## config.mk

```make
export PLATFORM = sky130hd
export DESIGN_NAME = mux_pipeline_stream
export DESIGN_NICKNAME = d
export VERILOG_FILES = /design/src/rtl/mux_pipeline_stream.sv
export SDC_FILE = /design/constraint.sdc
export NUM_CORES = 1
export LEC_CHECK = 0
export CORE_MARGIN = 4
export CORE_UTILIZATION = 40
export DETAILED_ROUTE_END_ITERATION = 8
export PLACE_DENSITY = 0.81
export SYNTH_ARGS = -nofsm -noshare
export SYNTH_HDL_FRONTEND = slang
export SYNTH_SLANG_ARGS = --single-unit
```

## constraint.sdc

```tcl
create_clock -name clk -period 3.6 [get_ports clk]
set_input_delay 0.54 -clock clk [delete_from_list [all_inputs] [get_ports clk]]
set_output_delay 0.54 -clock clk [all_outputs]
set_load 0.01 [all_outputs]
```

## src/rtl/mux_pipeline_stream.sv

```systemverilog
// Streaming N:1 multiplexer built as a radix-RADIX reduction tree with one elastic
// register stage per tree level; the select and an out-of-range flag travel with each beat.
module mux_pipeline_stream #(
    parameter int unsigned WIDTH       = 8,
    parameter int unsigned INPUT_COUNT = 10,
    parameter int unsigned RADIX       = 4
) (
    input  logic                           clk,
    input  logic                           rst,
    input  logic                           in_valid,
    output logic                           in_ready,
    input  logic [$clog2(INPUT_COUNT)-1:0] in_sel,
    input  logic [WIDTH*INPUT_COUNT-1:0]   in_data,
    output logic                           out_valid,
    input  logic                           out_ready,
    output logic [WIDTH-1:0]               out_data,
    output logic [$clog2(INPUT_COUNT)-1:0] out_sel,
    output logic                           out_err,
    output logic                           busy
);

    // Integer power; non-positive exponents give 1.
    function automatic int ipow(input int base, input int e);
        int p;
        p = 1;
        for (int j = 0; j < e; j++) begin
            p = p * base;
        end
        return p;
    endfunction

    // Smallest s >= 1 with r**s >= n.
    function automatic int calc_stages(input int n, input int r);
        int s;
        int span;
        s    = 1;
        span = r;
        while (span < n) begin
            span = span * r;
            s    = s + 1;
        end
        return s;
    endfunction

    localparam int unsigned SEL_W    = $clog2(INPUT_COUNT);
    localparam int unsigned RSEL_W   = $clog2(RADIX);
    localparam int unsigned STAGES   = calc_stages(INPUT_COUNT, RADIX);
    localparam int unsigned PAD      = ipow(RADIX, STAGES);
    localparam int unsigned SELP_W   = STAGES * RSEL_W;
    localparam int unsigned ST_WORDS = (PAD - 1) / (RADIX - 1);
    localparam int unsigned OUT_IDX  = ST_WORDS - 1;

    // Words held by stage s (stage 0 is the widest, the last stage holds one).
    function automatic int stage_words(input int s);
        return ipow(RADIX, STAGES - 1 - s);
    endfunction

    // Word offset of stage s inside the flat stage storage; negative s gives 0.
    function automatic int stage_off(input int s);
        int off;
        off = 0;
        for (int j = 0; j < s; j++) begin
            off = off + stage_words(j);
        end
        return off;
    endfunction

    logic [STAGES-1:0]         vld;
    logic [STAGES-1:0]         st_err;
    logic [STAGES*SEL_W-1:0]   st_sel;
    logic [ST_WORDS*WIDTH-1:0] st_words;

    logic [STAGES-1:0]         up_v;
    logic [STAGES-1:0]         up_err;
    logic [STAGES*SEL_W-1:0]   up_sel;
    logic [STAGES-1:0]         load;
    logic [STAGES-1:0]         adv;
    logic [ST_WORDS*WIDTH-1:0] words_d;
    logic [PAD*WIDTH-1:0]      pad_in;
    logic                      in_err;
    logic [SELP_W-1:0]         sel_p;
    logic [RSEL_W-1:0]         grp;
    logic [WIDTH-1:0]          word;

    assign pad_in = (PAD*WIDTH)'(in_data);
    assign in_err = (32'(in_sel) >= INPUT_COUNT);

    // Upstream view of each stage: the input port for stage 0, the previous stage otherwise.
    always_comb begin
        up_v              = '0;
        up_sel            = '0;
        up_err            = '0;
        up_v[0]           = in_valid && !rst;
        up_sel[SEL_W-1:0] = in_sel;
        up_err[0]         = in_err;
        for (int s = 1; s < STAGES; s++) begin
            up_v[s]                  = vld[s-1];
            up_sel[s*SEL_W +: SEL_W] = st_sel[(s-1)*SEL_W +: SEL_W];
            up_err[s]                = st_err[s-1];
        end
    end

    // Elastic handshake resolved from the output back toward the input in one cycle.
    always_comb begin
        load          = '0;
        adv           = '0;
        adv[STAGES-1] = out_ready;
        for (int s = int'(STAGES) - 1; s >= 0; s--) begin
            load[s] = up_v[s] && (!vld[s] || adv[s]);
            if (s > 0) begin
                adv[s-1] = load[s];
            end
        end
    end

    assign in_ready = !rst && (!vld[0] || adv[0]);

    // Per-unit RADIX:1 selection; out-of-range beats are zeroed at the first level.
    always_comb begin
        words_d = st_words;
        sel_p   = '0;
        grp     = '0;
        word    = '0;
        for (int s = 0; s < STAGES; s++) begin
            sel_p = SELP_W'(up_sel[s*SEL_W +: SEL_W]);
            grp   = sel_p[s*RSEL_W +: RSEL_W];
            for (int u = 0; u < PAD / RADIX; u++) begin
                if (load[s] && (u < stage_words(s))) begin
                    if (s == 0) begin
                        word = in_err ? '0 : pad_in[(u*RADIX + int'(grp))*WIDTH +: WIDTH];
                    end else begin
                        word = st_words[(stage_off(s - 1) + u*RADIX + int'(grp))*WIDTH +: WIDTH];
                    end
                    words_d[(stage_off(s) + u)*WIDTH +: WIDTH] = word;
                end
            end
        end
    end

    // Stage registers: load from upstream, or drop valid when the beat moves on.
    always_ff @(posedge clk or posedge rst) begin
        if (rst) begin
            vld      <= '0;
            st_sel   <= '0;
            st_err   <= '0;
            st_words <= '0;
        end else begin
            st_words <= words_d;
            for (int s = 0; s < STAGES; s++) begin
                if (load[s]) begin
                    vld[s]                   <= 1'b1;
                    st_sel[s*SEL_W +: SEL_W] <= up_sel[s*SEL_W +: SEL_W];
                    st_err[s]                <= up_err[s];
                end else if (adv[s]) begin
                    vld[s] <= 1'b0;
                end
            end
        end
    end

    assign out_valid = vld[STAGES-1];
    assign out_data  = st_words[OUT_IDX*WIDTH +: WIDTH];
    assign out_sel   = st_sel[(STAGES-1)*SEL_W +: SEL_W];
    assign out_err   = st_err[STAGES-1];
    assign busy      = |vld;

endmodule

```

==> flow_summary.json, run 1 <==
{
  "die_h_um": 86.4,
  "relSlewSlack": 0.476,
  "pre_cts_ws_ps": 1060,
  "cts_root_buf": "clkbuf_8",
  "die_w_um": 86.4,
  "syn-num-nets": 265,
  "antenna_cells": 0,
  "grt-ovfl-total": 0,
  "drv_slew": 0,
  "io_pins": 104,
  "syn_avg_cell_area_um2": 13.9,
  "grt_max_degree": 45,
  "critPathCaptureType": "output pin",
  "reg2reg_slack_ps": 1720,
  "status": "completed",
  "drive_gt1_frac": 0.163,
  "antenna_found_initial": 0,
  "syn2layout_area_growth_pct": 42.5,
  "hp-class": "flop to flop",
  "cts_max_path_buffers": 2,
  "setup_viol": 0,
  "clock_skew_ps": 3.48,
  "hold_slack_ps": 505,
  "synth.top_cells.by_count": "44 x dfrtp_1, 18 x mux2_2, 16 x a22o_1, 16 x mux2i_1, 12 x buf_4",
  "synthCells": 177,
  "yosysTopAreaCell": "dfrtp_1",
  "grt_pass1_vias": 1885,
  "syn_area_um2": 2460,
  "vias": 1788,
  "finalHoldViolations": 0,
  "drtAntennaViolNets": 0,
  "dieArea_um2": 7470,
  "p_per_area_nw_per_um2": 414,
  "crit_fanout": 10,
  "track_usage": 0.155,
  "dp_hpwl_um": 4540,
  "core_um2": 5960,
  "ys_types": 28,
  "fin_ws_ps": 1040,
  "yosysMostFrequentCell": "dfrtp_1",
  "htree_levels": 2,
  "nets": 350,
  "gp_congestion": 0.750,
  "io_buffers": 103,
  "ir_drop_mv": 0.230,
  "synth-seq-area-share": 0.448,
  "numCtsBuffers": 5,
  "cts_hold_buf": 0,
  "tightest_slew_ps": 784,
  "clkTransAtPathRegs_ps": 80,
  "synthArstFlopShare": 1.00,
  "synth_edf_count": 0,
  "postLayoutCoreUtil": 0.589,
  "initial_core_util": 0.413,
  "start_kind": "primary input",
  "row_count": 28,
  "totalWireLength_um": 5580,
  "crit_required_ps": 3060,
  "yosysTopAreaCellShare": 0.448,
  "yosys_warnings": 0,
  "final_cell_count_no_fill": 338,
  "synth_flop_cell": "dfrtp_1",
  "cts_tree": "built",
  "drt_first_pass_iters": 4,
  "rsz0062_at_grt": "false",
  "post_cts_buffers": 0,
  "yosys-top-cells-area": "dfrtp_1 45%, mux4_2 10%, mux2_2 8.2%",
  "drt-wirelength-per-cell_um": 16.5,
  "drc_errors": 0,
  "fmaxAchievable_ghz": 0.391,
  "drv_cap": 0,
  "worstSetupPathType": "primary input to output pin",
  "finalCritPeriodShare": 0.711,
  "tns_ps": 0,
  "viasPerCell": 5.29,
  "worst-endpoint-arrival_ps": 2020,
  "clk_latency_ps": 300,
  "placed_cells": 330,
  "post_cts_resized": 0,
  "cts.sinks": 44,
  "min_period_ps": 2560,
  "drtIter0Drc": 66,
  "synth_seq_cells": 44,
  "p_leak_uw": 0.00146,
  "n_fill_cell": 508,
  "grt_pass1_wl_um": 8940
}
## cells by family after synthesis
logic type | Yosys count | synth area share
buffers and inverters | 29 | 0.0860
and+or+nand+nor | 12 | 0.0326
DFF | 44 | 0.448
muxes | 50 | 0.302
AOI/OAI and AO/OA | 42 | 0.132
## area by class of cell
class | instances | area (µm²) | share of cell area
Inverter | 1 | 3.75 | 0.00107
Sequential cell | 44 | 1100 | 0.314
Multi-Input combinational cell | 104 | 1150 | 0.327
Clock inverter | 3 | 42.5 | 0.0121
Clock buffer | 5 | 68.8 | 0.0196
Tap cell | 75 | 93.8 | 0.0268
Timing Repair Buffer | 106 | 1050 | 0.299
## state kept, by name (all words and copies together) (netlist names)
name	flops
st_err	2
st_sel	8
st_words	32
vld	2
## through the flow
step / instance area (µm²) / power [µW]
after global placement: 3390 / 1090
after CTS: 3510 / 1470
after detailed placement: 3390 / 1100
after floorplan: 2460 / 922
after global routing: 3510 / 1530
final: 3510 / 1450
## cell usage in the layout (no fill, tap or decap), drive strengths merged, types with 2 or more instances in the layout
master,Yosys,final
o31ai,8,8
dfrtp,44,44
nand2,2,2
a22o,16,16
mux2,18,18
clkdlybuf4s50,0,102
mux2i,16,16
o2bb2ai,8,8
clkinv,0,2
buf,24,4
mux4,16,16
o21ai,8,8
clkbuf,4,5
nand2b,3,3
## where the power goes
group          internal (µW)  switching, µW  total [µW]
clock network            205            164         369
logic                    287            144         431
registers                587           64.1         651
## worst max-delay path, stage by stage
cell and delay, ps:
clkdlybuf4s50_1 490, and3b_1 310, nor2_1 140, clkdlybuf4s50_1 540
## worst paths after layout
check	start	end	cells past startpoint
worst max-delay path	out_ready	in_ready	4
worst min-delay path	st_err[0]	st_err[1]	1
worst max register to register	vld[1]	st_words[18]	4
worst min register to register	st_err[0]	st_err[1]	1
max in group asynchronous	rst	st_words[33]	3
min in group asynchronous	rst	st_words[35]	3
## layer usage
metal	wire length, µm	track usage
met5	0	0
met3	533	0.0428
met2	2550	0.249
met1	2410	0.204
met4	80	0.0510
(Power assumes the default switching activity.)
==> run 2, diff against run 1 <==
--- a/config.mk
+++ b/config.mk
@@ -6,9 +6,9 @@
 export NUM_CORES = 1
 export LEC_CHECK = 0
 export CORE_MARGIN = 4
-export CORE_UTILIZATION = 40
+export CORE_UTILIZATION = 39
 export DETAILED_ROUTE_END_ITERATION = 8
-export PLACE_DENSITY = 0.81
+export PLACE_DENSITY = 0.82
 export SYNTH_ARGS = -nofsm -noshare
 export SYNTH_HDL_FRONTEND = slang
 export SYNTH_SLANG_ARGS = --single-unit
==> constraint.sdc (replaced) <==
create_clock -name clk -period 2.27 [get_ports clk]
set_input_delay 0.3405 -clock clk [delete_from_list [all_inputs] [get_ports clk]]
set_output_delay 0.3405 -clock clk [all_outputs]
set_load 0.01 [all_outputs]
==> run 2 against run 1 <==
Compared with the run above:
- clock power increased by 35%
- via count up 2.2%
- sequential share of layout area shrank 0.40 points
- cell count is 1.8% higher
- worst hold slack better by 4.5 ps
- sequential cell count unchanged
- total power grew 54%
- clock skew is 5.7 ps higher
- first-iteration DRC count up 17%
- sequential power rose by 58%
- critical path depth unchanged
- largest cell class unchanged
- non-clock buffer count grew 6
==> flow_summary.json, run 2 (synthesis results as in run 1) <==
{
  "status": "completed",
  "cts.sinks": 44,
  "drc_errors": 0,
  "start_kind": "primary input",
  "path_common_cell": "clkdlybuf4s50_1",
  "n_fill_cell": 495,
  "rsz0062_at_grt": "false",
  "mostFrequentLayoutCells": "103 x clkdlybuf4s50_1, 44 x dfrtp_1, 18 x mux2_2",
  "critPathCaptureType": "output pin",
  "cp_slowest_cell": "clkdlybuf4s50_1",
  "clk_latency_ps": 290,
  "io_buffers": 103,
  "drt-wirelength-per-cell_um": 16.4,
  "fin_ws_ps": 291,
  "finalCritPeriodShare": 0.872,
  "worstSetupPathType": "primary input to output pin",
  "io_pins": 104,
  "p_per_area_nw_per_um2": 628,
  "post_cts_resized": 0,
  "cp_num_buf_inv": 2,
  "setup_viol": 0,
  "crit_chain": "clkdlybuf4s50_1 -> and3b_1 -> nor2_1 -> clkdlybuf4s50_1",
  "relSlewSlack": 0.637,
  "pre_cts_ws_ps": 282,
  "grt-ovfl-total": 0,
  "finalHoldViolations": 0,
  "cts_root_buf": "clkbuf_8",
  "nets": 356,
  "placed_cells": 336,
  "multiInputGateArea_um2": 1150,
  "final_cell_count_no_fill": 344,
  "mostFrequentLayoutCell": "clkdlybuf4s50_1",
  "worstSetupStartpoint": "out_ready",
  "hp-class": "flop to flop",
  "numCtsBuffers": 5,
  "reg_top3": "st_words (32), st_sel (8)",
  "cpPeakStageDelay_ps": 540,
  "r2r-start": "vld[1]",
  "min_period_ps": 1980,
  "drtAntennaViolNets": 0,
  "seq_area_um2": 1100,
  "viasPerCell": 5.31,
  "syn2layout_area_growth_pct": 44.4,
  "htree_levels": 2,
  "initial_core_util": 0.408,
  "die_h_um": 87.4,
  "totalWireLength_um": 5640,
  "clkTransAtPathRegs_ps": 80,
  "drv_cap": 0,
  "drt_first_pass_iters": 4,
  "grt_pass1_wl_um": 9070,
  "cts_hold_buf": 0,
  "clock_skew_ps": 9.20,
  "drv_slew": 0,
  "top_register": "st_words",
  "cts_max_path_buffers": 2,
  "dp_hpwl_um": 4560,
  "drive_gt1_frac": 0.175,
  "dieArea_um2": 7640,
  "crit_required_ps": 1930,
  "cp_top_family": "buffers and inverters",
  "vias": 1828,
  "crit_fanout": 3,
  "grt_max_degree": 45,
  "largest_register_ffs": 32,
  "p_leak_uw": 0.00149,
  "cts_tree": "built",
  "grt_pass1_vias": 1936,
  "ir_drop_mv": 0.286,
  "antenna_found_initial": 0,
  "drtIter0Drc": 77,
  "core_um2": 6030,
  "gp_congestion": 0.741,
  "tightest_slew_ps": 544,
  "antenna_cells": 0,
  "worst-endpoint-arrival_ps": 1640,
  "tns_ps": 0,
  "row_count": 28,
  "track_usage": 0.153,
  "die_w_um": 87.4,
  "post_cts_buffers": 0,
  "worstHoldStart": "st_err[1]",
  "fmaxAchievable_ghz": 0.505
}
## run 2: changes by cell type in the layout (fill, tap and decap cells not counted)
cell and change:
buf_12 +1, bufinv_16 -1, clkbuf_8 +1, clkbuf_1 +1, clkinv_2 -1, clkdlybuf4s50_1 +1, buf_2 -1, buf_4 +5
## run 2: cell type report
type,count,share of cell area
Multi-Input combinational cell,104,0.323
Tap cell,75,0.0264
Clock inverter,1,0.00211
Inverter,1,0.00106
Sequential cell,44,0.310
Clock buffer,7,0.0243
Timing Repair Buffer,112,0.313
## run 2: power by group
| part | switching [µW] | internal (µW) |
|---|---|---|
| logic | 233 | 465 |
| registers | 103 | 931 |
| clock network | 250 | 247 |
| total | 586 | 1640 |
## run 2: stage by stage
step           total power, µW  cell area, µm²  hold WS, ps   util
2_1_floorplan             1460            2460          472      -
3_3_place_gp              1740            3460          489  0.574
3_5_place_dp              1760            3460          495  0.574
4_1_cts                   2250            3550          513  0.589
5_1_grt                   2350            3550          527  0.589
6_report                  2230            3550          509  0.589
## run 2: worst register-to-register path: cells and delay by family (launching register included)
family / cells / cell delay, ps
simple gates: 2 / 460
flops: 1 / 430
buf+inv: 1 / 310
compound gates: 1 / 260
## run 2: final timing paths
path                           endpoint  cells after the start  slack (ps)
max                            in_ready                      4         290
min in group asynchronous  st_words[21]                      3         570
max reg2reg                st_words[17]                      4         720
min reg2reg                   st_err[1]                      1         510
min                           st_err[1]                      1         510
max in group asynchronous  st_words[36]                      3        1320
## run 2: layer usage
layer,vias up,routed length [µm],track usage
li1,859,-,-
met1,886,2340,0.191
met2,79,2810,0.266
met3,4,443,0.0369
met4,0,42,0.0377
met5,-,0,0
==> run 3, diff against run 2 <==
--- a/config.mk
+++ b/config.mk
@@ -7,6 +7,7 @@
 export LEC_CHECK = 0
 export CORE_MARGIN = 4
 export CORE_UTILIZATION = 39
+export CTS_CLUSTER_DIAMETER = 80
 export DETAILED_ROUTE_END_ITERATION = 8
 export PLACE_DENSITY = 0.82
 export SYNTH_ARGS = -nofsm -noshare
==> results of run 3 <==
Same layout as run 2: the final DEF is identical, and so are final timing and power.
